`config.mk`:
```
export PLATFORM = sky130hd
export DESIGN_NAME = mdu_issue_flat
export DESIGN_NICKNAME = d
export VERILOG_FILES = /design/src/rtl/mdu_pkg.sv /design/src/rtl/mdu_issue_if.sv /design/src/rtl/mdu_watchdog.sv /design/src/rtl/mdu_issue.sv /design/src/flat_wrapper.sv
export SDC_FILE = /design/constraint.sdc
export NUM_CORES = 1
export LEC_CHECK = 0
export ABC_CLOCK_PERIOD_IN_PS = 2400
export CAP_MARGIN = 20
export CORE_UTILIZATION = 44
export CTS_BUF_LIST = sky130_fd_sc_hd__clkbuf_4
export DETAILED_ROUTE_END_ITERATION = 8
export GPL_TIMING_DRIVEN = 0
export PLACE_DENSITY_LB_ADDON = 0.05
export SYNTH_ARGS = -nofsm -noshare
export SYNTH_HDL_FRONTEND = slang
export SYNTH_SLANG_ARGS = --single-unit
```
`constraint.sdc`:
```
create_clock -name clk -period 2.4 [get_ports clk]
set_input_delay 0.72 -clock clk [delete_from_list [all_inputs] [get_ports clk]]
set_output_delay 0.72 -clock clk [all_outputs]
set_load 0.005 [all_outputs]
```
`src/rtl/mdu_pkg.sv`:
```
// Shared M-extension MDU definitions: funct3 op codes, issue-FSM states and the
// locally computed divide-by-zero result.
package mdu_pkg;

   localparam logic [2:0] OP_MUL    = 3'b000;
   localparam logic [2:0] OP_MULH   = 3'b001;
   localparam logic [2:0] OP_MULHSU = 3'b010;
   localparam logic [2:0] OP_MULHU  = 3'b011;
   localparam logic [2:0] OP_DIV    = 3'b100;
   localparam logic [2:0] OP_DIVU   = 3'b101;
   localparam logic [2:0] OP_REM    = 3'b110;
   localparam logic [2:0] OP_REMU   = 3'b111;

   typedef enum logic [2:0] {
      ST_IDLE,
      ST_ISSUE,
      ST_WAIT,
      ST_LOCAL,
      ST_DRAIN
   } issue_state_t;

   // RISC-V divide by zero: quotient is all ones, remainder is the dividend.
   function automatic logic [31:0] div0_result(input logic [2:0] op, input logic [31:0] rs1);
      logic [31:0] res;
      case (op)
         OP_DIV, OP_DIVU: res = '1;
         default:         res = rs1;
      endcase
      return res;
   endfunction

endpackage

```
`src/rtl/mdu_issue_if.sv`:
```
// Request/writeback bundle from execute plus the start/complete handshake to the MDU.
// The master side is the issue block; the slave side is the surrounding pipeline and MDU.
interface mdu_issue_if;

   logic        req_valid_i;
   logic        req_ready_o;
   logic [2:0]  req_op_i;
   logic [31:0] req_rs1_i;
   logic [31:0] req_rs2_i;
   logic [4:0]  req_rd_i;
   logic        flush_i;
   logic        busy_o;
   logic        wb_valid_o;
   logic [4:0]  wb_rd_o;
   logic [31:0] wb_data_o;
   logic        timeout_o;
   logic        mdu_valid_o;
   logic        mdu_ready_i;
   logic [2:0]  mdu_op_o;
   logic [31:0] mdu_rs1_o;
   logic [31:0] mdu_rs2_o;
   logic [31:0] mdu_rd_i;

   modport master (
      input  req_valid_i, req_op_i, req_rs1_i, req_rs2_i, req_rd_i, flush_i,
      input  mdu_ready_i, mdu_rd_i,
      output req_ready_o, busy_o, wb_valid_o, wb_rd_o, wb_data_o, timeout_o,
      output mdu_valid_o, mdu_op_o, mdu_rs1_o, mdu_rs2_o
   );

   modport slave (
      output req_valid_i, req_op_i, req_rs1_i, req_rs2_i, req_rd_i, flush_i,
      output mdu_ready_i, mdu_rd_i,
      input  req_ready_o, busy_o, wb_valid_o, wb_rd_o, wb_data_o, timeout_o,
      input  mdu_valid_o, mdu_op_o, mdu_rs1_o, mdu_rs2_o
   );

endinterface

```
`src/rtl/mdu_watchdog.sv`:
```
// Hang watchdog: counts enabled cycles since the last clear and flags the cycle in
// which the TIMEOUT_CYCLES-th enabled cycle elapses.
module mdu_watchdog #(
   parameter int TIMEOUT_CYCLES = 64
) (
   input  logic clk,
   input  logic rst_n,
   input  logic clr,
   input  logic en,
   output logic expire
);

   localparam int W = $clog2(TIMEOUT_CYCLES + 1);

   logic [W-1:0] count_reg;

   always_ff @(posedge clk or negedge rst_n) begin
      if (!rst_n) begin
         count_reg <= '0;
      end else if (clr) begin
         count_reg <= '0;
      end else if (en) begin
         count_reg <= count_reg + W'(1);
      end
   end

   assign expire = en && (count_reg == W'(TIMEOUT_CYCLES - 1));

endmodule

```
`src/rtl/mdu_issue.sv`:
```
// Core-side issue block for the M-extension MDU: accepts one request, starts the MDU,
// holds operands until completion and emits a one-cycle writeback or watchdog pulse.
module mdu_issue
   import mdu_pkg::*;
#(
   parameter int TIMEOUT_CYCLES = 64,
   parameter bit DIV0_BYPASS    = 1'b1
) (
   input  logic        clk,
   input  logic        rst_n,
   mdu_issue_if.master bus
);

   issue_state_t state;
   logic [2:0]   op_reg;
   logic [31:0]  rs1_reg;
   logic [31:0]  rs2_reg;
   logic [4:0]   rd_reg;
   logic         mdu_valid_reg;
   logic         wb_valid_reg;
   logic [4:0]   wb_rd_reg;
   logic [31:0]  wb_data_reg;
   logic         timeout_reg;
   logic         wd_clr;
   logic         wd_en;
   logic         wd_expire;

   assign wd_clr = (state == ST_ISSUE);
   assign wd_en  = (state == ST_WAIT) || (state == ST_DRAIN);

   mdu_watchdog #(
      .TIMEOUT_CYCLES(TIMEOUT_CYCLES)
   ) u_watchdog (
      .clk    (clk),
      .rst_n  (rst_n),
      .clr    (wd_clr),
      .en     (wd_en),
      .expire (wd_expire)
   );

   always_ff @(posedge clk or negedge rst_n) begin
      if (!rst_n) begin
         state         <= ST_IDLE;
         op_reg        <= '0;
         rs1_reg       <= '0;
         rs2_reg       <= '0;
         rd_reg        <= '0;
         mdu_valid_reg <= 1'b0;
         wb_valid_reg  <= 1'b0;
         wb_rd_reg     <= '0;
         wb_data_reg   <= '0;
         timeout_reg   <= 1'b0;
      end else begin
         mdu_valid_reg <= 1'b0;
         wb_valid_reg  <= 1'b0;
         timeout_reg   <= 1'b0;
         case (state)
            ST_IDLE: begin
               if (bus.req_valid_i && !bus.flush_i) begin
                  op_reg  <= bus.req_op_i;
                  rs1_reg <= bus.req_rs1_i;
                  rs2_reg <= bus.req_rs2_i;
                  rd_reg  <= bus.req_rd_i;
                  if (DIV0_BYPASS && bus.req_op_i[2] && (bus.req_rs2_i == '0)) begin
                     state <= ST_LOCAL;
                  end else begin
                     state         <= ST_ISSUE;
                     mdu_valid_reg <= 1'b1;
                  end
               end
            end
            ST_ISSUE: begin
               // The start strobe has already gone out, so a flush can only drain.
               state <= bus.flush_i ? ST_DRAIN : ST_WAIT;
            end
            ST_WAIT: begin
               if (bus.mdu_ready_i) begin
                  state <= ST_IDLE;
                  if (!bus.flush_i && (rd_reg != '0)) begin
                     wb_valid_reg <= 1'b1;
                     wb_rd_reg    <= rd_reg;
                     wb_data_reg  <= bus.mdu_rd_i;
                  end
               end else if (wd_expire) begin
                  state       <= ST_IDLE;
                  timeout_reg <= 1'b1;
               end else if (bus.flush_i) begin
                  state <= ST_DRAIN;
               end
            end
            ST_LOCAL: begin
               state <= ST_IDLE;
               if (!bus.flush_i && (rd_reg != '0)) begin
                  wb_valid_reg <= 1'b1;
                  wb_rd_reg    <= rd_reg;
                  wb_data_reg  <= div0_result(op_reg, rs1_reg);
               end
            end
            ST_DRAIN: begin
               // Killed op: wait out the MDU so it is free for the next request.
               if (bus.mdu_ready_i) begin
                  state <= ST_IDLE;
               end else if (wd_expire) begin
                  state       <= ST_IDLE;
                  timeout_reg <= 1'b1;
               end
            end
            default: state <= ST_IDLE;
         endcase
      end
   end

   assign bus.req_ready_o = (state == ST_IDLE);
   assign bus.busy_o      = (state != ST_IDLE);
   assign bus.mdu_valid_o = mdu_valid_reg;
   assign bus.mdu_op_o    = op_reg;
   assign bus.mdu_rs1_o   = rs1_reg;
   assign bus.mdu_rs2_o   = rs2_reg;
   assign bus.wb_valid_o  = wb_valid_reg;
   assign bus.wb_rd_o     = wb_rd_reg;
   assign bus.wb_data_o   = wb_data_reg;
   assign bus.timeout_o   = timeout_reg;

endmodule

```
`src/flat_wrapper.sv`:
```
// flat-port wrapper written by rule: the top's interface ports become plain ports
module mdu_issue_flat import mdu_pkg::*;
#(
   parameter int TIMEOUT_CYCLES = 64,
   parameter bit DIV0_BYPASS    = 1'b1
)
  (clk, rst_n, bus_req_valid_i, bus_req_op_i, bus_req_rs1_i, bus_req_rs2_i, bus_req_rd_i, bus_flush_i, bus_mdu_ready_i, bus_mdu_rd_i, bus_req_ready_o, bus_busy_o, bus_wb_valid_o, bus_wb_rd_o, bus_wb_data_o, bus_timeout_o, bus_mdu_valid_o, bus_mdu_op_o, bus_mdu_rs1_o, bus_mdu_rs2_o);
  mdu_issue_if bus_i ();
  input  logic clk;
  input  logic rst_n;
  input wire logic [$bits(bus_i.req_valid_i)-1:0] bus_req_valid_i;
  input wire logic [$bits(bus_i.req_op_i)-1:0] bus_req_op_i;
  input wire logic [$bits(bus_i.req_rs1_i)-1:0] bus_req_rs1_i;
  input wire logic [$bits(bus_i.req_rs2_i)-1:0] bus_req_rs2_i;
  input wire logic [$bits(bus_i.req_rd_i)-1:0] bus_req_rd_i;
  input wire logic [$bits(bus_i.flush_i)-1:0] bus_flush_i;
  input wire logic [$bits(bus_i.mdu_ready_i)-1:0] bus_mdu_ready_i;
  input wire logic [$bits(bus_i.mdu_rd_i)-1:0] bus_mdu_rd_i;
  output wire logic [$bits(bus_i.req_ready_o)-1:0] bus_req_ready_o;
  output wire logic [$bits(bus_i.busy_o)-1:0] bus_busy_o;
  output wire logic [$bits(bus_i.wb_valid_o)-1:0] bus_wb_valid_o;
  output wire logic [$bits(bus_i.wb_rd_o)-1:0] bus_wb_rd_o;
  output wire logic [$bits(bus_i.wb_data_o)-1:0] bus_wb_data_o;
  output wire logic [$bits(bus_i.timeout_o)-1:0] bus_timeout_o;
  output wire logic [$bits(bus_i.mdu_valid_o)-1:0] bus_mdu_valid_o;
  output wire logic [$bits(bus_i.mdu_op_o)-1:0] bus_mdu_op_o;
  output wire logic [$bits(bus_i.mdu_rs1_o)-1:0] bus_mdu_rs1_o;
  output wire logic [$bits(bus_i.mdu_rs2_o)-1:0] bus_mdu_rs2_o;
  assign bus_i.req_valid_i = bus_req_valid_i;
  assign bus_i.req_op_i = bus_req_op_i;
  assign bus_i.req_rs1_i = bus_req_rs1_i;
  assign bus_i.req_rs2_i = bus_req_rs2_i;
  assign bus_i.req_rd_i = bus_req_rd_i;
  assign bus_i.flush_i = bus_flush_i;
  assign bus_i.mdu_ready_i = bus_mdu_ready_i;
  assign bus_i.mdu_rd_i = bus_mdu_rd_i;
  assign bus_req_ready_o = bus_i.req_ready_o;
  assign bus_busy_o = bus_i.busy_o;
  assign bus_wb_valid_o = bus_i.wb_valid_o;
  assign bus_wb_rd_o = bus_i.wb_rd_o;
  assign bus_wb_data_o = bus_i.wb_data_o;
  assign bus_timeout_o = bus_i.timeout_o;
  assign bus_mdu_valid_o = bus_i.mdu_valid_o;
  assign bus_mdu_op_o = bus_i.mdu_op_o;
  assign bus_mdu_rs1_o = bus_i.mdu_rs1_o;
  assign bus_mdu_rs2_o = bus_i.mdu_rs2_o;
  mdu_issue #(.TIMEOUT_CYCLES(TIMEOUT_CYCLES), .DIV0_BYPASS(DIV0_BYPASS)) u_core (.clk(clk), .rst_n(rst_n), .bus(bus_i));
endmodule
```
==> summary.md, run 1 <==
| Metric | Value |
|---|---|
| Max Slew Vio Count | `0` |
| Transition time at the pin with the least slew margin | `0.5733 ns` |
| Endpoints failing hold | `0` |
| Worst skew pair latency | `0.53 ns` |
| Post-DR wirelength/cell | `15.19 µm` |
| Clock sink count | `122` |
| Cell taking the most area after synthesis | `dfrtp_1` |
| Fmax | `0.4330 GHz` |
| Critical Path Source Type | `flip-flop` |
| Clock Root Buffer | `clkbuf_4` |
| 1st-pass router iterations | `5` |
| Htree depth | `4` |
| Fin cells | `976` |
| Crit Path Category | `flip-flop to output pin` |
| CTS tree | `built` |
| Final ANT Viol Nets | `0` |
| Die W | `110.9 µm` |
| R2r setup slk | `0.44 ns` |
| Setup violations, final | `0` |
| First-pass GRT wire length | `24.61 mm` |
| Layout cells sized above 1 | `7.683%` |
| Iteration-0 DRC Markers | `308` |
| Max cap viols | `0` |
| Setup TNS | `0 ns` |
| CTS buffer count | `17` |
| Post-Place Cells | `943` |
| Filler instances | `959` |
| Vias in the first global route | `4875` |
| Hold slack | `0.1586 ns` |
| Crit share post-route | `96.23%` |
| Area grow syn2layout | `51.20%` |
| Routed WL | `14.83 mm` |
| Clk slew on worst S/H paths | `0.10 ns` |
| Core Util, Final | `68.83%` |
| #FFs+latches synth | `122` |
| Worst hold path type | `input pin to asynchronous set/reset pin` |
| PwrDens | `879.3 nW/µm²` |
| DPL Wire Length | `11.29 mm` |
| GPL Wtd Cong | `0.8104` |
| Syn nets | `692` |
| Max VDD drop | `0.0005602 V` |
| Die Y-Extent | `110.9 µm` |
| Largest net degree at the start of global routing | `64` |
| Synth area leaders | `dfrtp_1 58%, nand2_1 18%, o21ai_0 6.6%, or3_1 4.1%, buf_2 1.4%` |
| CP endpoint kind | `output pin` |
| Pleak | `3.637 nW` |
| Synth Instances | `582` |
| NumNets Final | `931` |
| Core area | `11470 µm²` |
| Run status | `completed` |
| Cell Rows | `39` |
| Max clock buf depth | `2` |
| Seq/Total Area, Yosys | `58.49%` |
| Max_slew headroom | `61.78%` |
| Yosys cell types | `33` |
| Hold buffer count at cts | `0` |
| Vias post-DR | `4855` |
| Grt total ovfl | `0` |
| DRC | `0` |
| Crit path max-delay cell type | `dfrtp_2` |
| Critical Path RT | `1.68 ns` |
| Die area | `12300 µm²` |
| Top-area cell type share of the netlist area | `58.49%` |
| Initial antenna violation count | `0` |
| Setup Skew | `0.01076 ns` |
| Worst path max stage delay | `0.42 ns` |
| Unrepaired setup endpoints after global routing | `false` |
| Number of port buffers | `217` |
| Initial Util | `45.52%` |
| Total Routing Usage GR | `25.69%` |
| Max FO, Critical Path | `2` |
| Vias per cell | `4.974` |
| Mean cell area of the mapped netlist | `8.969 µm²` |
| Fin crit period | `2.309 ns` |
| Worst Path Arrival | `1.59 ns` |
| I/O pins | `218` |
| Warnings, synthesis | `0` |
| CP cell instances | `or3_4, dlygate4sd2_1` |
| # diodes | `0` |
| Mapped cell area | `5220 µm²` |
[power by group]
part	total (mW)	internal [mW]	switching [mW]
registers	3.10	2.69	0.411
logic	2.40	1.48	0.914
clock network	1.44	0.718	0.727
[cell families after synthesis]
family / share of synthesized area (%)
AOI/OAI and AO/OA: 8.342
adders and majority gates: 0.2397
xor gates and xnor gates: 1.007
muxes: 1.294
DFF: 58.49
and+or+nand+nor: 26.77
buffers and inverters: 3.859
[stage by stage]
step	instance area, µm²	worst slack [ns]	total power [mW]
after global routing	7893	0.007266	7.390
after floorplan	5220	0.6223	3.836
final	7893	0.09054	6.940
after detailed placement	7600	-0.02072	5.560
after CTS	7890	0.01386	7.024
after global placement	7571	-4.039	5.475
[per-layer routing]
layer,vias up,share of wire (%),track usage (%)
met3,23,7.1,8.037
met5,-,0,0
met1,2270,43,31.97
met2,180,49,42.03
li1,2382,-,-
met4,0,1.7,9.511
[worst paths after layout]
check,from,to,cells past startpoint
min,rst_n,u_core.bus.wb_data_o[12],1
min reg2reg,u_core.u_watchdog.count_reg[6],u_core.bus.timeout_o,1
min in group clk,u_core.u_watchdog.count_reg[6],u_core.bus.timeout_o,1
max reg2reg,u_core.rd_reg[0],u_core.bus.wb_rd_o[3],4
max in group asynchronous,rst_n,u_core.state[0],2
max,u_core.state[0],bus_busy_o,2
[layout by cell type (no fill, tap or decap), types with 2 or more instances in the layout]
cell / count
a21oi_1: 2
buf_2: 14
buf_4: 10
bufinv_16: 3
clkbuf_1: 12
clkbuf_2: 3
clkbuf_4: 19
clkdlybuf4s50_1: 214
clkinv_1: 3
clkinv_2: 6
dfrtp_1: 120
dfrtp_2: 2
inv_1: 5
mux2_1: 5
nand2_1: 252
nand2b_1: 3
nand3b_1: 2
nand4_1: 3
nor2_1: 13
nor3_1: 3
nor3b_1: 2
nor4_1: 7
nor4b_1: 4
o21ai_0: 69
o21bai_1: 2
or3_1: 33
xnor2_1: 6
[worst max-delay path, delay by kind of cell (launching register included)]
family / cells / cell delay, ns
buf+inv: 1 / 0.27
flops: 1 / 0.42
simple gates: 1 / 0.37
[layout make-up]
| type | instances | area (µm²) | area share (%) |
|---|---|---|---|
| Clock inverter | 12 | 131.4 | 1.665 |
| Inverter | 5 | 18.77 | 0.2378 |
| Multi-Input combinational cell | 419 | 1971 | 24.97 |
| Buffer | 35 | 177.7 | 2.251 |
| Tap cell | 143 | 178.9 | 2.267 |
| Clock buffer | 19 | 142.6 | 1.807 |
| Sequential cell | 122 | 3055 | 38.71 |
| Timing Repair Buffer | 221 | 2217 | 28.09 |
[Yosys cell counts (all sizes together)]
library cell,count
nor3b,2
nor2,13
buf,22
o21bai,2
nand4,3
or2,1
o22ai,1
nor2b,1
or4,1
o31ai,1
nor4,7
nor4b,4
nand3,1
inv,5
nand3b,2
clkbuf,14
nand2b,3
a21oi,2
or3,34
a22o,1
nor3,3
nand2,252
xnor2,6
mux2,6
o211ai,1
o21ai,69
o2111ai,1
dfrtp,122
a221oi,1
ha,1
[repair_timing]
item                       4_1_cts  5_1_grt
gates resized for setup          6        1
setup endpoints to repair        2        2
setup buffers                    2        1
pin swaps                        0        0
(Power assumes the default switching activity.)
==> run 2: changes to the inputs <==
--- a/config.mk
+++ b/config.mk
@@ -11,6 +11,7 @@
 export CTS_BUF_LIST = sky130_fd_sc_hd__clkbuf_4
 export DETAILED_ROUTE_END_ITERATION = 8
 export GPL_TIMING_DRIVEN = 0
+export MAX_ROUTING_LAYER = met4
 export PLACE_DENSITY_LB_ADDON = 0.05
 export SYNTH_ARGS = -nofsm -noshare
 export SYNTH_HDL_FRONTEND = slang
==> run 2 against run 1 <==
  * Maximum frequency shrank 0.85%
  * Non-clock buffer count shrank 1
  * Die area is the same
  * Sequential share of layout area is essentially flat
  * Core utilization shrank 0.065 points
  * Hold slack lost 0.011 ns
  * Critical endpoint unchanged
  * Largest cell class unchanged
==> summary.md, run 2 (synthesis gave the netlist of run 1 again) <==
| Metric | Value |
|---|---|
| Max_slew headroom | `61.84% (about the same)` |
| Endpoints failing hold | `0 (unchanged)` |
| Crit path to | `bus_busy_o` |
| Most frequent cells in the layout | `252 x nand2_1, 214 x clkdlybuf4s50_1, 120 x dfrtp_1, 69 x o21ai_0, 33 x or3_1` |
| Total Routing Usage GR | `26.40% (+0.71 points)` |
| Max clock buf depth | `2 (unchanged)` |
| Initial Util | `45.52% (unchanged)` |
| Fin cells | `975 (-0.10%)` |
| CTS tree | `built` |
| Crit path max-delay cell type | `dfrtp_2` |
| DRC | `0 (unchanged)` |
| Die W | `110.9 µm (unchanged)` |
| NumNets Final | `930 (-0.11%)` |
| Pleak | `3.631 nW (-0.14%)` |
| PwrDens | `881.6 nW/µm² (+0.26%)` |
| DPL Wire Length | `11.29 mm (unchanged)` |
| Final ANT Viol Nets | `0 (unchanged)` |
| Vias in the first global route | `4885 (+0.21%)` |
| Post-Place Cells | `943 (unchanged)` |
| First-pass GRT wire length | `24.57 mm (-0.17%)` |
| WP depth | `2 (unchanged)` |
| CP cell instances | `or3_4, dlygate4sd2_1` |
| Htree depth | `4 (unchanged)` |
| Max cap viols | `0 (unchanged)` |
| Setup Skew | `0.01391 ns (+0.003156 ns)` |
| Multi-input gate area | `1971 µm² (unchanged)` |
| Core area | `11470 µm² (unchanged)` |
| Unrepaired setup endpoints after global routing | `false` |
| Vias per cell | `4.957 (-0.35%)` |
| Hold slack | `0.1471 ns (-0.01147 ns)` |
| Routed WL | `14.88 mm (+0.32%)` |
| Run status | `completed` |
| Crit share post-route | `97.05% (+0.83 points)` |
| Worst skew pair latency | `0.54 ns (about the same)` |
| Initial antenna violation count | `0 (unchanged)` |
| Setup violations, final | `0 (unchanged)` |
| Area grow syn2layout | `51.05% (about the same)` |
| R2r setup slk | `0.43 ns (about the same)` |
| Cell Rows | `39 (unchanged)` |
| Max Slew Vio Count | `0 (unchanged)` |
| 1st-pass router iterations | `4 (-1)` |
| Filler instances | `961 (+0.21%)` |
| Worst Path Arrival | `1.61 ns (+0.02 ns)` |
| Max VDD drop | `0.0005590 V (-0.22%)` |
| FF/Latch Area | `3055 µm² (unchanged)` |
| Post-DR wirelength/cell | `15.26 µm (+0.43%)` |
| Total power | `6.951 mW (+0.16%)` |
| Worst reg2reg endpoint | `u_core.bus.wb_rd_o[3]` |
| Iteration-0 DRC Markers | `285 (-7.5%)` |
| Crit path from | `u_core.state[0]` |
| Worst reg-to-reg path cell count | `4 (unchanged)` |
| Largest net degree at the start of global routing | `64 (unchanged)` |
| Worst reg2reg startpoint | `u_core.rd_reg[0]` |
| I/O pins | `218 (unchanged)` |
| Transition time at the pin with the least slew margin | `0.5724 ns (-0.0008485 ns)` |
| Max FO, Critical Path | `2 (unchanged)` |
| Fin crit period | `2.329 ns (+0.01985 ns)` |
| Grt total ovfl | `0 (unchanged)` |
| # diodes | `0 (unchanged)` |
| Worst path max stage delay | `0.43 ns (about the same)` |
| Number of port buffers | `217 (unchanged)` |
| Critical Path RT | `1.68 ns (about the same)` |
| Critical Path Source Type | `flip-flop` |
| Crit Path Category | `flip-flop to output pin` |
| Clock sink count | `122 (unchanged)` |
| Die Y-Extent | `110.9 µm (unchanged)` |
| Die area | `12300 µm² (unchanged)` |
| GPL Wtd Cong | `0.8223 (+1.5%)` |
| CTS buffer count | `17 (unchanged)` |
| Clk slew on worst S/H paths | `0.11 ns (about the same)` |
| Layout cells sized above 1 | `7.572% (-0.11 points)` |
| CP endpoint kind | `output pin` |
| Fmax | `0.4293 GHz (-0.85%)` |
| Worst hold path type | `input pin to asynchronous set/reset pin` |
| Hold buffer count at cts | `0 (unchanged)` |
| Crit path max-delay family | `flip-flops` |
| Clock Root Buffer | `clkbuf_4` |
| Commonest non-fill, non-tap cell in the layout | `nand2_1` |
| Vias post-DR | `4833 (-0.45%)` |
| Worst path bufs/invs | `1 (unchanged)` |
| Core Util, Final | `68.76% (about the same)` |
==> run 2: cell type report <==
cell class	count	share of cell area [%]
Buffer	35	2.253
Clock buffer	19	1.809
Clock inverter	12	1.666
Inverter	5	0.2380
Multi-Input combinational cell	419	24.99
Sequential cell	122	38.75
Tap cell	143	2.269
Timing Repair Buffer	220	28.02
==> run 2: routing by layer <==
metal  part of all wire [%]  routed length [µm]  vias to the layer above  GRT usage [%]
met3                    6.2                 921                       21          6.506
met4                    1.8                 261                        0          9.511
li1                       -                   -                     2374              -
met5                      0                   0                        -              -
met2                     49                7234                      175          41.95
met1                     43                6460                     2263          32.92
==> run 2: worst min path at each step <==
stage,to,from
floorplan,u_core.bus.mdu_op_o[0],rst_n
global placement,u_core.bus.mdu_rs2_o[0],u_core.bus.mdu_rs2_o[0]
detailed placement,u_core.bus.timeout_o,u_core.u_watchdog.count_reg[6]
CTS,u_core.bus.mdu_rs1_o[9],rst_n
global route,u_core.bus.wb_data_o[12],rst_n
finish,u_core.bus.wb_data_o[12],rst_n
==> run 2: per-stage QoR <==
stage          instance area [µm²]  TNS [ns]  setup slack [ns]
6_report                      7885         0           0.07069
5_1_grt                       7885         0          0.002444
2_1_floorplan                 5220         0            0.6223
3_3_place_gp                  7571   -492.21            -4.039
3_5_place_dp                  7600   -0.1555          -0.02072
4_1_cts                       7890         0           0.01386
==> run 2: power by group <==
part	switching (mW)	internal, mW	leakage, nW
Sequential	0.412	2.69	1.55
Combinational	0.915	1.48	1.93
Clock	0.738	0.718	0.158
==> run 2: timing repair <==
action | in CTS | in global routing
resized for setup | 6 | 1
setup buffers | 2 | 0
setup endpoints to repair | 2 | 1
endpoints found under the hold margin | 0 | 0
pin swaps | 0 | 0
